### config.mk
export PLATFORM = sky130hd
export DESIGN_NAME = v_hier_iosig_ctrl
export DESIGN_NICKNAME = d
export VERILOG_FILES = /design/src/rtl/v_hier_iosig_pkg.sv /design/src/rtl/v_hier_iosig_iob.sv /design/src/rtl/v_hier_iosig_ctrl.sv
export SDC_FILE = /design/constraint.sdc
export NUM_CORES = 1
export LEC_CHECK = 0
export BUFFER_PORTS_ARGS = -buffer_cell sky130_fd_sc_hd__buf_2
export CAP_MARGIN = 15
export CORE_MARGIN = 2
export CORE_UTILIZATION = 56
export CTS_BUF_LIST = sky130_fd_sc_hd__clkbuf_4 sky130_fd_sc_hd__clkbuf_8
export DETAILED_ROUTE_END_ITERATION = 8
export PLACE_DENSITY = 0.95
export SYNTH_ARGS = -nofsm -noshare
export SYNTH_HDL_FRONTEND = slang
export SYNTH_SLANG_ARGS = --single-unit
### constraint.sdc
create_clock -name clk -period 3.65 [get_ports clk]
set_input_delay 0.1825 -clock clk [delete_from_list [all_inputs] [get_ports clk]]
set_output_delay 0.1825 -clock clk [all_outputs]
set_load 0.1 [all_outputs]
### src/rtl/v_hier_iosig_pkg.sv
// Shared definitions for the iosig pad-bus sequencer.
//   - iosig_state_e : sequencer FSM states
//   - IOSIG_WIDTH   : default pad bus width
//   - iosig_max3    : helper for sizing the shared phase counter
package v_hier_iosig_pkg;

  localparam int IOSIG_WIDTH = 3;

  typedef enum logic [2:0] {
    ST_IDLE   = 3'd0,
    ST_DRIVE  = 3'd1,
    ST_TURN   = 3'd2,
    ST_SETTLE = 3'd3,
    ST_RESP   = 3'd4
  } iosig_state_e;

  function automatic int iosig_max3(input int a, input int b, input int c);
    int m;
    m = a;
    if (b > m) m = b;
    if (c > m) m = c;
    return m;
  endfunction

endpackage

### src/rtl/v_hier_iosig_iob.sv
// Pad-side flops of the iosig bus, kept in their own module so that the
// useioff attribute lands on these registers only.
// Ports:
//   clk, rst  : clock, synchronous active-high reset
//   oe_d      : next value of the output enable
//   out_we    : load out_d into the output data register
//   out_d     : new output data
//   io_in     : raw pad input
//   io_oe     : registered pad output enable
//   io_out    : registered pad output data (holds while not loaded)
//   io_in_q   : pad input delayed by one cycle
module v_hier_iosig_iob
  import v_hier_iosig_pkg::*;
#(
  parameter int WIDTH = IOSIG_WIDTH
) (
  input  logic             clk,
  input  logic             rst,
  input  logic             oe_d,
  input  logic             out_we,
  input  logic [WIDTH-1:0] out_d,
  input  logic [WIDTH-1:0] io_in,
  output logic             io_oe,
  output logic [WIDTH-1:0] io_out,
  output logic [WIDTH-1:0] io_in_q
);

  (* useioff = 1 *) logic             io_oe_q;
  (* useioff = 1 *) logic [WIDTH-1:0] io_out_q;
  (* useioff = 1 *) logic [WIDTH-1:0] io_in_r;

  always_ff @(posedge clk) begin
    if (rst) begin
      io_oe_q  <= 1'b0;
      io_out_q <= '0;
    end else begin
      io_oe_q <= oe_d;
      if (out_we) io_out_q <= out_d;
    end
  end

  // Input capture carries data only, so it runs free through reset.
  always_ff @(posedge clk) begin
    io_in_r <= io_in;
  end

  assign io_oe   = io_oe_q;
  assign io_out  = io_out_q;
  assign io_in_q = io_in_r;

endmodule

### src/rtl/v_hier_iosig_ctrl.sv
// Sequencer for the bidirectional iosig pad bus. Converts one read or write
// request at a time into drive / turnaround / settle pad activity and
// returns one response per request. Write responses carry the pad readback
// from the last drive cycle and flag a mismatch against the driven data.
// Ports:
//   clk, rst            : clock, synchronous active-high reset
//   req_valid/req_ready : request handshake (ready only in IDLE)
//   req_write, req_data : 1 = write with req_data, 0 = read
//   rsp_valid/rsp_ready : response handshake, response held until consumed
//   rsp_data, rsp_err   : read value / write readback, readback mismatch
//   io_out, io_oe       : registered pad data and output enable
//   io_in               : pad input (captured in the IOB flop)
module v_hier_iosig_ctrl
  import v_hier_iosig_pkg::*;
#(
  parameter int WIDTH      = IOSIG_WIDTH,
  parameter int HOLD_CYC   = 2,
  parameter int TURN_CYC   = 1,
  parameter int SETTLE_CYC = 2
) (
  input  logic             clk,
  input  logic             rst,
  input  logic             req_valid,
  output logic             req_ready,
  input  logic             req_write,
  input  logic [WIDTH-1:0] req_data,
  output logic             rsp_valid,
  input  logic             rsp_ready,
  output logic [WIDTH-1:0] rsp_data,
  output logic             rsp_err,
  output logic [WIDTH-1:0] io_out,
  output logic             io_oe,
  input  logic [WIDTH-1:0] io_in
);

  localparam int CNT_MAX = iosig_max3(HOLD_CYC, TURN_CYC, SETTLE_CYC);
  localparam int CW      = $clog2(CNT_MAX + 1);

  localparam logic [CW-1:0] CNT_ONE    = CW'(1);
  localparam logic [CW-1:0] CNT_HOLD   = CW'(HOLD_CYC);
  localparam logic [CW-1:0] CNT_TURN   = CW'(TURN_CYC);
  localparam logic [CW-1:0] CNT_SETTLE = CW'(SETTLE_CYC);

  iosig_state_e     state_q;
  logic [CW-1:0]    cnt_q;
  logic             rsp_valid_q;
  logic [WIDTH-1:0] rsp_data_q;
  logic             rsp_err_q;

  logic             accept;
  logic             oe_d;
  logic             out_we;
  logic [WIDTH-1:0] io_in_q;

  assign accept = (state_q == ST_IDLE) && req_valid;

  // The enable is raised on a write accept and dropped after the last
  // drive cycle, so the registered io_oe lines up with the DRIVE state.
  always_comb begin
    oe_d   = 1'b0;
    out_we = 1'b0;
    if (accept && req_write) begin
      oe_d   = 1'b1;
      out_we = 1'b1;
    end else if ((state_q == ST_DRIVE) && (cnt_q != CNT_ONE)) begin
      oe_d = 1'b1;
    end
  end

  v_hier_iosig_iob #(
    .WIDTH (WIDTH)
  ) u_iob (
    .clk     (clk),
    .rst     (rst),
    .oe_d    (oe_d),
    .out_we  (out_we),
    .out_d   (req_data),
    .io_in   (io_in),
    .io_oe   (io_oe),
    .io_out  (io_out),
    .io_in_q (io_in_q)
  );

  // io_out holds the latched write data for the whole transaction, so it
  // doubles as the reference for the readback comparison.
  always_ff @(posedge clk) begin
    if (rst) begin
      state_q     <= ST_IDLE;
      cnt_q       <= '0;
      rsp_valid_q <= 1'b0;
      rsp_data_q  <= '0;
      rsp_err_q   <= 1'b0;
    end else begin
      case (state_q)
        ST_IDLE: begin
          if (req_valid) begin
            if (req_write) begin
              state_q <= ST_DRIVE;
              cnt_q   <= CNT_HOLD;
            end else begin
              state_q <= ST_SETTLE;
              cnt_q   <= CNT_SETTLE;
            end
          end
        end
        ST_DRIVE: begin
          if (cnt_q == CNT_ONE) begin
            state_q <= ST_TURN;
            cnt_q   <= CNT_TURN;
          end else begin
            cnt_q <= cnt_q - CNT_ONE;
          end
        end
        ST_TURN: begin
          // First turnaround cycle: io_in_q still shows the last driven cycle.
          if (cnt_q == CNT_TURN) begin
            rsp_data_q <= io_in_q;
            rsp_err_q  <= (io_in_q != io_out);
          end
          if (cnt_q == CNT_ONE) begin
            state_q     <= ST_RESP;
            rsp_valid_q <= 1'b1;
          end else begin
            cnt_q <= cnt_q - CNT_ONE;
          end
        end
        ST_SETTLE: begin
          if (cnt_q == CNT_ONE) begin
            state_q     <= ST_RESP;
            rsp_valid_q <= 1'b1;
            rsp_data_q  <= io_in_q;
            rsp_err_q   <= 1'b0;
          end else begin
            cnt_q <= cnt_q - CNT_ONE;
          end
        end
        ST_RESP: begin
          if (rsp_ready) begin
            state_q     <= ST_IDLE;
            rsp_valid_q <= 1'b0;
          end
        end
        default: begin
          state_q     <= ST_IDLE;
          rsp_valid_q <= 1'b0;
        end
      endcase
    end
  end

  assign req_ready = (state_q == ST_IDLE);
  assign rsp_valid = rsp_valid_q;
  assign rsp_data  = rsp_data_q;
  assign rsp_err   = rsp_err_q;

endmodule
Word-level counts from Yosys, hierarchy flattened
Index checks and enable logic that the tools add are counted.
{"block": "word_totals", "ff_bits": 17, "latchBits": 0, "mem_bits_rw": 0, "mem_bits_ro": 0, "in_bits": 11, "output_inout_bits": 10, "elab_cells": 56, "memories": 0}
{"block": "classes", "n_addsub": 1, "n_mul": 0, "div_mod_pow": 0, "order_cmp": 0, "eq_ne": 14, "n_shift": 0, "muxes": 19, "n_bitwise": 1, "reduce_logical": 13}
{"op": "3-bit two-way mux", "n": 4}
{"op": "3-bit case mux with 4 select lines", "n": 1}
{"op": "2-bit != test (second input constant)", "n": 5}
{"op": "3-bit AND reduction", "n": 3}
{"op": "2-bit two-way mux", "n": 4}
{"op": "1-bit two-way mux", "n": 7}
{"op": "3-bit by 2-bit == test with 1-bit output (second input constant)", "n": 2}
{"op": "2-bit by 1-bit != test with 1-bit output (second input constant)", "n": 3}
{"op": "2-bit case mux with 3 select lines", "n": 1}
{"op": "4-bit AND reduction", "n": 1}
{"op": "2-bit OR reduction", "n": 2}
{"op": "3-bit by 1-bit == test with 1-bit output (second input constant)", "n": 1}
{"op": "3-bit == test (second input constant)", "n": 1}
{"op": "1-bit logical AND", "n": 3}
{"op": "3-bit zero test", "n": 1}
{"op": "3-bit != test", "n": 1}
{"op": "1-bit case mux with 3 select lines", "n": 1}
{"op": "3-bit nonzero test", "n": 1}
{"op": "2-bit by 1-bit == test with 1-bit output (second input constant)", "n": 1}
{"op": "1-bit case mux with 2 select lines", "n": 1}
{"op": "2-bit AND reduction", "n": 1}
{"op": "2-bit nonzero test", "n": 1}
{"op": "2-bit by 1-bit subtractor with 2-bit output (second input constant)", "n": 1}
{"op": "1-bit NOT", "n": 1}

Longest topological paths before layout
Gate-level depths: netlist of the first run.
{"block": "logic_depth", "word_depth": 4, "depth_mapped": 6, "mapped_depth_nobuf": 5}

Hierarchy
From an unflattened synthesis of the first run, not the netlist that was laid out.
{"block": "hier_totals", "cells_unflattened": 73, "hier_area_um2": 744.5}
{"mod": "v_hier_iosig_ctrl", "n_inst": 1, "cells_each": 59, "area_per_inst_um2": 556.8, "seq_area_each_um2": 200.2}
{"mod": "v_hier_iosig_iob", "n_inst": 1, "cells_each": 14, "area_per_inst_um2": 187.7, "seq_area_each_um2": 140.1}

Least setup slack after synthesis of the first run
Ideal clock, no wire load.
{"block": "synth_timing", "path_kind": "register to output", "start": "reg state_q[2]", "end": "out req_ready", "t_arrival_ps": 2540, "required_ps": 3467, "slack_ps": 928, "stages_incl_launch_ff": 3, "path_buffers": 1, "cell_sequence": "dfxtp_1 buf_2 nor3_1"}
{"block": "synth_between", "elab_chain_cells": 1}
{"element": "start, declared", "line": "v_hier_iosig_ctrl.sv:44", "rtl": "iosig_state_e state_q;"}
{"element": "start signal, assigned", "line": "v_hier_iosig_ctrl.sv:88", "rtl": "state_q <= ST_IDLE;"}
{"element": "start signal, assigned", "line": "v_hier_iosig_ctrl.sv:98", "rtl": "state_q <= ST_DRIVE;"}
{"element": "start signal, assigned", "line": "v_hier_iosig_ctrl.sv:101", "rtl": "state_q <= ST_SETTLE;"}
{"element": "3-bit zero test", "line": "v_hier_iosig_ctrl.sv:151", "rtl": "assign req_ready = (state_q == ST_IDLE);"}
{"element": "end, declared", "line": "v_hier_iosig_ctrl.sv:24", "rtl": "output logic req_ready,"}
No other way between the ends.

Final worst setup path of the first run
Ends and elaborated chain as after synthesis.

==> run metrics, run 1 <==
status completed; antenna viol nets, final 0; Worst-Margin Slew 0.491 ns; Post-Synthesis Cells 80; Avg Inst Size Synth 9.35 sq um; fin cells 117; hold endpoint u_iob.io_out[0]$_SDFFE_PP0P_; Cell Rows 13; post-layout min period approximately 1.6 ns; maximum capacitance violations 0; Synth area leader dfxtp_1; Num CTS Buffers 3; Achievable Freq ~0.63 GHz; DR DRC count 0; vias per cell about 5.7; first-pass GRT wire length 2260 microns; Hold Path Origin req_data[0]; EDFF count, synth 0; clock skew 0.00118 ns; hpwl dp 1040 microns; Layout area overhead 19.7%; CP required ~3.5 ns; Max VDD drop around 0.31 mV; Total Nets Final around 120; initial core utilization 0.590; final critical-path share of the clock period 0.431; highest fanout seen on the critical path 13; crit path DAT ~1.4 ns; Port Buffer Count 20; I/O Pins 21; CP Capture Type output port; Synth area leaders dfxtp_1 (45%), a21oi_1 (5.4%), nor3_1 (5.4%), nor2b_1 (4.2%), mux2i_1 (4.0%); Die W ~41 microns; count of cell types in the netlist 27; Core Box Area around 0.0013 sq mm; final hold violation count 0; sequential area share after synthesis 0.455; PD cells slightly below 500 mW/mm^2; gpl congestion 0.706; reg-to-reg setup timing slack approximately 2.3 ns; synth warn 0; critical path type register to output port; drt wl/cell between 10 and 15 microns; grt total ovfl 0; post-synth top area share 0.455; Die H between 40 and 50 microns; Ant. Diodes 0; vias in the first global route 557; P_leak between 0.4 and 0.5 nW; Seq cells post-synth 17; Main synth FF type dfxtp_1; Mapped Area approximately 750 sq um; DRT Pass-1 Iters 4; setup_tns 0 ns; Final Max Tran Viols 0; largest net degree at the start of global routing 15; number of H-tree levels 1; Syn Nets 93; Hold Crit Depth 3; Clock Root Buffer clkbuf_4; setup bufs post-CTS 0; cell total after placement 110; gr usage total 0.219; share of cells above drive strength 1 0.265; die footprint around 0.0016 sq mm; Fill cells 98; overall routed net length between 1500 and 2000 microns; worst reg2reg startpoint cnt_q[0]$_SDFFE_PP0P_; Post-synth ARST share 0; RR Endpoint rsp_err$_SDFFE_PP0P_; clk buf depth 2; relative slew slack 0.675; initial antenna violation count 0; RSZ-0062 raised after global routing false; Critical Path Source Type register; CTS sink count 17; Reg2Reg Depth 3; Initial DRC Count 13; final setup fails 0; clock slew at reported path FFs about 0.10 ns; routed via count approximately 660; worst hold path class primary input to register; CTS tree done; worst skew pair latency 0.30 ns
==> what timing repair did <==
item,CTS,global route
gates resized for setup,0,0
hold endpoints to repair,3,0
hold buffers,3,0
endpoints found under the setup margin,0,0
==> cells in the mapped netlist, drive strengths merged, types with 2 or more instances <==
cell     n
nor2     6
dfxtp   17
clkbuf   2
a21oi    8
inv      3
o21ai    3
ha       2
nor4b    2
buf      3
nor3     8
xnor2    3
nor2b    5
mux2i    3
nand3    4
==> worst max-delay path, stage by stage, from the launching register on <==
cell and delay, ns:
dfxtp_1 0.44, nor3_1 0.20, buf_2 0.45
==> stage by stage <==
stage / instance area [sq um] / hold slack, ns / utilization / total power, mW / worst slack (ns)
after floorplan: 748 / 0.210 / - / 0.315 / 0.928
after global placement: 838 / 0.285 / 0.661 / 0.331 / 2.31
after detailed placement: 838 / 0.288 / 0.661 / 0.335 / 2.26
after CTS: 896 / 0.127 / 0.706 / 0.438 / 2.07
after global routing: 896 / 0.142 / 0.706 / 0.454 / 2.00
final: 896 / 0.133 / 0.706 / 0.436 / 2.08
==> final cells by class <==
cell class / count / area, sq um / area share
clock buffers: 3 / 22.5 / 0.0251
clock inverters: 1 / 5.00 / 0.00559
inverters: 3 / 11.3 / 0.0126
multi-input cells: 55 / 368 / 0.411
flip-flops and latches: 17 / 340 / 0.380
well taps: 15 / 18.8 / 0.0209
repair buffers: 23 / 130 / 0.145
==> worst max-delay path by stage <==
stage                                  startpoint              endpoint  slack (ns)  cells past startpoint
final                     state_q[2]$_SDFFE_PP0P_             req_ready        2.08                      2
after global routing      state_q[2]$_SDFFE_PP0P_             req_ready        2.00                      2
after CTS                 state_q[2]$_SDFFE_PP0P_             req_ready        2.07                      2
after detailed placement    cnt_q[0]$_SDFFE_PP0P_  rsp_err$_SDFFE_PP0P_        2.26                      3
after global placement      cnt_q[0]$_SDFFE_PP0P_  rsp_err$_SDFFE_PP0P_        2.31                      3
after floorplan           state_q[2]$_SDFFE_PP0P_             req_ready        0.93                      2
==> state kept, by name, summed over array words and instances, names as in the netlist <==
signal	cells
rsp_valid	1
cnt_q	2
u_iob.io_oe	1
u_iob.io_out	3
u_iob.io_in_q	3
state_q	3
rsp_err	1
rsp_data	3
==> placed cells by master, fill, tap and decap left out <==
master | netlist | layout
nor3b_1 | 1 | 1
o31a_1 | 1 | 1
a21oi_1 | 8 | 8
ha_1 | 2 | 2
nor2b_1 | 5 | 5
a22oi_1 | 1 | 1
a21boi_1 | 1 | 1
nand3_1 | 4 | 4
clkinv_2 | 0 | 1
nor4b_1 | 1 | 1
mux2i_1 | 3 | 3
dlygate4sd3_1 | 0 | 3
nor3_1 | 8 | 8
dfxtp_1 | 17 | 17
nand3b_2 | 1 | 1
clkbuf_4 | 0 | 3
buf_2 | 2 | 20
a2111oi_0 | 1 | 1
a221oi_1 | 1 | 1
xnor2_1 | 3 | 3
or4b_4 | 1 | 1
nor4b_2 | 1 | 1
a32o_1 | 1 | 1
inv_1 | 3 | 3
or3_1 | 1 | 1
nor2_1 | 6 | 6
o21ai_1 | 3 | 3
nand2_1 | 1 | 1
==> cells by family (layout without fill, tap and decap cells) <==
family / Yosys count / count (layout) / share of synthesized area
AOI/OAI and AO/OA: 17 / 17 / 0.142
xor gates and xnor gates: 3 / 3 / 0.0351
adders and majority gates: 2 / 2 / 0.0334
buffers and inverters: 8 / 30 / 0.0535
DFF: 17 / 17 / 0.455
muxes: 3 / 3 / 0.0401
and+or+nand+nor: 30 / 30 / 0.241
==> routing by layer <==
metal | vias up | part of all wire | track usage
li1 | 332 | - | -
met1 | 307 | 0.45 | 0.231
met2 | 20 | 0.48 | 0.393
met3 | 5 | 0.045 | 0.0500
met4 | 0 | 0.022 | 0.125
met5 | - | 0 | 0
==> where the power goes <==
part | internal, mW | total [mW] | switching, mW
combinational | 0.0368 | 0.117 | 0.0806
sequential | 0.199 | 0.216 | 0.0174
clock | 0.0409 | 0.102 | 0.0614
total | 0.276 | 0.436 | 0.159
Power figures use the tool's default switching activity.
==> run 2, diff against run 1 <==
--- a/config.mk
+++ b/config.mk
@@ -5,13 +5,14 @@
 export SDC_FILE = /design/constraint.sdc
 export NUM_CORES = 1
 export LEC_CHECK = 0
+export ABC_AREA = 1
 export BUFFER_PORTS_ARGS = -buffer_cell sky130_fd_sc_hd__buf_2
 export CAP_MARGIN = 15
 export CORE_MARGIN = 2
-export CORE_UTILIZATION = 56
+export CORE_UTILIZATION = 47
 export CTS_BUF_LIST = sky130_fd_sc_hd__clkbuf_4 sky130_fd_sc_hd__clkbuf_8
 export DETAILED_ROUTE_END_ITERATION = 8
-export PLACE_DENSITY = 0.95
+export PLACE_DENSITY = 0.86
 export SYNTH_ARGS = -nofsm -noshare
 export SYNTH_HDL_FRONTEND = slang
 export SYNTH_SLANG_ARGS = --single-unit
==> constraint.sdc (replaced) <==
create_clock -name clk -period 1.3 [get_ports clk]
set_input_delay 0.065 -clock clk [delete_from_list [all_inputs] [get_ports clk]]
set_output_delay 0.065 -clock clk [all_outputs]
set_load 0.1 [all_outputs]
==> run metrics, run 2 <==
Avg Inst Size Synth 7.85 sq um (-16%); crit path DAT 1.15 ns (-0.24 ns); Fill cells 130 (+33%); reg-to-reg setup timing slack 0.11 ns (-2.14 ns); top layer reached by signal wires met4; setup_tns 0 ns (unchanged); drt wl/cell 11.3 microns (-15%); Cell Rows 14 (+1); vias in the first global route 658 (+18%); final setup fails 0 (unchanged); status completed; clk buf depth 2 (unchanged); Critical Path Source Type register; Ant. Diodes 0 (unchanged); relative slew slack 0.671 (-0.00373); Main synth FF type dfxtp_1; metal3 WL 92 microns (+31%); Port Buffer Count 20 (unchanged); M1 WL 716 microns (+2.3%); CP required 1.24 ns (-2.23 ns); CTS tree done; hpwl dp 1200 microns (+16%); initial antenna violation count 0 (unchanged); EDFF count, synth 0 (unchanged); Layout area overhead 30.6%; RSZ-0062 raised after global routing false; DRT Pass-1 Iters 4 (unchanged); most frequent cells in the layout nand2_1 (25), buf_2 (19), nor2_1 (16), dfxtp_1 (13), inv_1 (8); count of cell types in the netlist 21 (-22%); most common cell in the netlist nand2_1; critical path type register to output port; share of cells above drive strength 1 0.328 (+0.0635); Post-Synthesis Cells 100 (+25%); Die H 44.9 microns (+11%); CP Capture Type output port; Syn Nets 113 (+22%); gr usage total 0.188 (-0.0318); initial core utilization 0.509 (-0.0808); Max VDD drop 1.40 mV (+350%); Achievable Freq about 0.82 GHz; highest fanout seen on the critical path 5 (-8); Seq cells post-synth 17 (unchanged); crit path from state_q[0]$_SDFFE_PP0P_; antenna viol nets, final 0 (unchanged); CTS sink count 17 (unchanged); most common cell after layout, fill and taps aside nand2_1; total power 2.39 mW (+450%); routed via count 750 (+13%); Num CTS Buffers 3 (unchanged); Synth area leader dfxtp_1; worst reg2reg startpoint cnt_q[0]$_SDFFE_PP0P_; Synth area leaders dfxtp_1 (43%), nand2_1 (12%), nor2_1 (7.7%), a21oi_1 (4.5%), nand3_4 (4.5%); Post-synth ARST share 0 (unchanged); P_leak 0.521 nW (+28%); post-synth top area share 0.434 (-0.0210); Worst-Margin Slew 0.496 ns (+0.00563 ns); final hold violation count 0 (unchanged); worst skew pair latency 0.29 ns (about the same); Core Box Area 0.00154 sq mm (+21%); Total Nets Final 145 (+25%); synth warn 0 (unchanged); post-layout min period roughly 1.2 ns; maximum capacitance violations 0 (unchanged); worst hold path class primary input to register; overall routed net length 1650 microns (+7.2%); PD cells 2330 mW/mm^2 (+380%); DR DRC count 0 (unchanged); routed wl met2 813 microns (+10%); Final Max Tran Viols 0 (unchanged); first-pass GRT wire length 2720 microns (+20%); I/O Pins 21 (unchanged); Initial DRC Count 11 (-2); Mapped Area 785 sq um (+4.8%); Synth top cells by count nand2_1 (25), dfxtp_1 (17), nor2_1 (16); largest net degree at the start of global routing 11 (-4); Hold WS 0.0454 ns (-0.0873 ns); clock skew 0.00604 ns (+0.00486 ns); gpl congestion 0.792 (+12%); final critical-path share of the clock period 0.932; Clock Root Buffer clkbuf_4; grt total ovfl 0 (unchanged); post-CTS resize count 0 (unchanged); sequential area share after synthesis 0.434 (-0.0210); die footprint 0.00201 sq mm (+22%); vias per cell 5.10 (-10%); Hold Path Origin req_data[2]; number of H-tree levels 1 (unchanged); clock slew at reported path FFs 0.10 ns (about the same); Die W 44.9 microns (+11%)
-- run 2: cell count changes after synthesis, sizes merged, moves of 5 or more --
cell | before | now
nor2b | 5 | 0
nor3 | 8 | 0
nor2 | 6 | 18
nand2 | 1 | 27
inv | 3 | 12
-- run 2: kinds of logic after synthesis --
group	synth area share
AOI/OAI and AO/OA	0.0813
DFF	0.434
adders and majority gates	0.0319
xor gates and xnor gates	0.0112
and+or+nand+nor	0.362
buffers and inverters	0.0797
-- run 2: critical path: stages (launching register included) --
cell and delay [ns]:
dfxtp_1 0.38, inv_2 0.11, nand2_4 0.07, nor2_4 0.12
buf_12 0.18
-- run 2: cell type report --
cell class / count / area [sq um] / share of cell area
Clock buffer: 3 / 22.5 / 0.0220
Tap cell: 16 / 20.0 / 0.0195
Timing Repair Buffer: 27 / 183 / 0.178
Multi-Input combinational cell: 70 / 382 / 0.372
Clock inverter: 1 / 5.00 / 0.00488
Inverter: 13 / 65.1 / 0.0635
Sequential cell: 17 / 348 / 0.339
-- run 2: metrics by stage --
stage / std cells / area [sq um] / setup WS (ns) / utilization
after floorplan: 100 / 795 / -0.155 / -
final: 147 / 1020 / 0.0879 / 0.665
after global routing: 147 / 1020 / 0.0123 / 0.665
after detailed placement: 136 / 930 / 0.121 / 0.603
after global placement: 136 / 930 / 0.158 / 0.603
after CTS: 146 / 1020 / 0.00264 / 0.660
-- run 2: final timing paths --
kind,cells past startpoint,endpoint
setup / recovery,4,req_ready
hold / removal,3,u_iob.io_out[2]$_SDFFE_PP0P_
setup reg to reg,7,state_q[0]$_SDFFE_PP0P_
hold reg to reg,2,rsp_data[1]$_SDFFE_PP0P_
-- run 2: report_power, final --
group | switching [mW] | total, mW | leakage, nW | internal [mW]
combinational | 0.941 | 1.36 | 0.362 | 0.419
sequential | 0.107 | 0.749 | 0.142 | 0.642
clock | 0.166 | 0.280 | 0.0177 | 0.114
-- run 2: timing repair --
item	CTS	global route
endpoints found under the setup margin	0	1
hold buffers	6	0
hold endpoints to repair	6	0
setup buffers	0	1
-- run 2: per-layer routing --
metal | global-route usage | vias to the layer above
met3 | 0.0400 | 5
li1 | - | 379
met1 | 0.210 | 339
met4 | 0.0882 | 0
met2 | 0.336 | 27
met5 | 0 | -
==> run 3, diff against run 2 <==
--- a/config.mk
+++ b/config.mk
@@ -12,7 +12,8 @@
 export CORE_UTILIZATION = 47
 export CTS_BUF_LIST = sky130_fd_sc_hd__clkbuf_4 sky130_fd_sc_hd__clkbuf_8
 export DETAILED_ROUTE_END_ITERATION = 8
-export PLACE_DENSITY = 0.86
+export PLACE_DENSITY = 0.81
 export SYNTH_ARGS = -nofsm -noshare
 export SYNTH_HDL_FRONTEND = slang
+export SYNTH_HIERARCHICAL = 1
 export SYNTH_SLANG_ARGS = --single-unit
==> run metrics, run 3 <==
maximum capacitance violations 0 (unchanged); Fill cells 149 (+15%); Final Max Tran Viols 0 (unchanged); Cell Rows 14 (unchanged); Synth area leader dfxtp_1; vias per cell 4.88 (-4.4%); most frequent cells in the layout nand2_1 (19), buf_2 (19), inv_1 (11), nor2_1 (11), dfxtp_1 (10); RSZ-0062 raised after global routing false; status completed; Initial DRC Count 12 (+1); clk buf depth 2 (unchanged); Reg2Reg Depth 9 (+2); overall routed net length 1640 microns (-0.85%); final critical-path share of the clock period 0.920 (-0.0123); initial antenna violation count 0 (unchanged); final hold violation count 0 (unchanged); gpl congestion 0.819 (+3.5%); PD cells 2050 mW/mm^2 (-12%); vias in the first global route 712 (+8.2%); Hold Path Origin req_data[0]; crit path cell chain inv_1 -> ha_2 -> inv_1 -> nand3_2 -> nand2_2 -> nor2_2 -> nand2_1 -> nand2_1 -> nor2_1; Layout area overhead 32.3%; Mapped Area 776 sq um (-1.1%); highest fanout seen on the critical path 3 (-2); Total Nets Final 145 (unchanged); Port Buffer Count 20 (unchanged); relative slew slack 0.673 (+0.00178); worst reg2reg startpoint cnt_q[1]$_SDFFE_PP0P_; CTS sink count 17 (unchanged); CTS tree done; Die H 44.6 microns (-0.51%); Die W 44.6 microns (-0.51%); CP peak stage delay 0.35 ns (-0.03 ns); grt total ovfl 0 (unchanged); Syn Nets 115 (+1.8%); Avg Inst Size Synth 7.61 sq um (-3.1%); CP Capture Type register; DR DRC count 0 (unchanged); final setup fails 0 (unchanged); share of cells above drive strength 1 0.443 (+0.115); Clock Root Buffer clkbuf_4; hpwl dp 1250 microns (+4.0%); most common cell in the netlist nand2_1; clock slew at reported path FFs 0.10 ns (about the same); Num CTS Buffers 3 (unchanged); gr usage total 0.192 (+0.00410); reg-to-reg setup timing slack 0.10 ns (about the same); number of H-tree levels 1 (unchanged); Worst-Margin Slew 0.494 ns (-0.00269 ns); Seq cells post-synth 17 (unchanged); Core Box Area 0.00152 sq mm (-1.1%); clock skew 0.00244 ns (-0.00361 ns); critical path type register to register; post-layout min period 1.20 ns (-0.0160 ns); synth warn 6 (+6); first-pass GRT wire length 2700 microns (-0.77%); Synth top cells by count nand2_1 (21), dfxtp_1 (17), nor2_1 (12); CP required 1.49 ns (+0.25 ns); Hold Crit Depth 5 (+2); crit path DAT 1.39 ns (+0.24 ns); Critical Path Source Type register; sequential area share after synthesis 0.439 (+0.00490); hold endpoint u_iob/io_out[0]$_SDFFE_PP0P_; Ant. Diodes 0 (unchanged); setup_tns 0 ns (unchanged); worst skew pair latency 0.29 ns (about the same); final core occ 0.673 (+0.00846); Achievable Freq 0.836 GHz (+1.3%); count of cell types in the netlist 21 (unchanged); initial core utilization 0.509 (about the same); Synth area leaders dfxtp_1 (44%), nand2_1 (10%), nor2_1 (5.8%), inv_1 (5.3%), a21oi_1 (4.5%); P_leak 0.514 nW (-1.3%); Hold WS 0.0515 ns (+0.00609 ns); routed via count 717 (-4.4%); RR Endpoint state_q[1]$_SDFFE_PP0P_; Slowest-stage cell, CP dfxtp_2; Post-synth ARST share 0 (unchanged); post-synth top area share 0.439 (+0.00490); largest net degree at the start of global routing 11 (unchanged); die footprint 0.00199 sq mm (-1.0%); drt wl/cell 11.2 microns (-0.85%); Max VDD drop 1.14 mV (-19%); EDFF count, synth 0 (unchanged); DRT Pass-1 Iters 4 (unchanged); Main synth FF type dfxtp_1; Post-Synthesis Cells 102 (+2.0%); antenna viol nets, final 0 (unchanged); I/O Pins 21 (unchanged); worst hold path class primary input to register
==> run 3: changes by cell type after synthesis, sizes merged, moves of 2 or more <==
cell   change
nand4      -2
xnor2      +2
o21ai      +2
inv        +4
nand3      -2
==> run 3: worst max path at each step <==
stage	startpoint	to	slack, ns
floorplan	state_q[1]$_SDFFE_PP0P_	u_iob/io_out[0]$_SDFFE_PP0P_	-0.35
global placement	cnt_q[0]$_SDFFE_PP0P_	state_q[1]$_SDFFE_PP0P_	0.05
detailed placement	cnt_q[0]$_SDFFE_PP0P_	state_q[1]$_SDFFE_PP0P_	0.009
CTS	cnt_q[0]$_SDFFE_PP0P_	state_q[1]$_SDFFE_PP0P_	0.03
global route	state_q[2]$_SDFFE_PP0P_	u_iob/io_out[1]$_SDFFE_PP0P_	0.01
finish	cnt_q[1]$_SDFFE_PP0P_	state_q[1]$_SDFFE_PP0P_	0.10
==> run 3: worst max-delay path: cells and delay by family (launching register included) <==
kind          cells  cell delay [ns]
buf+inv           2             0.13
simple gates      6             0.42
flops             1             0.35
fa+ha+maj         1             0.20
==> run 3: through the flow <==
| step | total power [mW] | setup WS, ns | cell area (sq um) | std cells |
|---|---|---|---|---|
| floorplan | 1.57 | -0.345 | 797 | 102 |
| detailed placement | 1.82 | 0.00940 | 936 | 138 |
| global route | 2.23 | 0.0115 | 1030 | 147 |
| global placement | 1.79 | 0.0517 | 936 | 138 |
| CTS | 2.10 | 0.0284 | 996 | 145 |
| finish | 2.11 | 0.104 | 1030 | 147 |
==> run 3: layout make-up <==
type | instances | area [sq um] | share of cell area
Tap cell | 16 | 20.0 | 0.0195
Multi-Input combinational cell | 68 | 397 | 0.387
Clock inverter | 1 | 5.00 | 0.00488
Clock buffer | 3 | 22.5 | 0.0220
Sequential cell | 17 | 354 | 0.345
Inverter | 16 | 60.1 | 0.0585
Timing Repair Buffer | 26 | 168 | 0.163
==> run 3: cell families (layout without fill, tap and decap cells) <==
family | Yosys count | count (layout) | synth area share
simple gates | 49 | 49 | 0.311
buf+inv | 17 | 46 | 0.0823
compound gates | 14 | 14 | 0.102
flops | 17 | 17 | 0.439
xor+xnor | 3 | 3 | 0.0339
fa+ha+maj | 2 | 2 | 0.0323
==> run 3: layer usage <==
metal | track usage | part of all wire
met5 | 0 | 0
met4 | 0.152 | 0.021
met3 | 0.0286 | 0.047
met2 | 0.336 | 0.50
met1 | 0.200 | 0.43
==> run 3: timing repair <==
item,4_1_cts,5_1_grt
setup endpoints to repair,1,5
hold endpoints to repair,3,0
pin swaps,0,5
hold buffers,3,0
buffers inserted,0,2
resized for setup,1,6
==> run 3: power breakdown <==
group / switching [mW] / total, mW / internal, mW
clock network: 0.164 / 0.278 / 0.114
registers: 0.0931 / 0.716 / 0.623
logic: 0.765 / 1.11 / 0.348
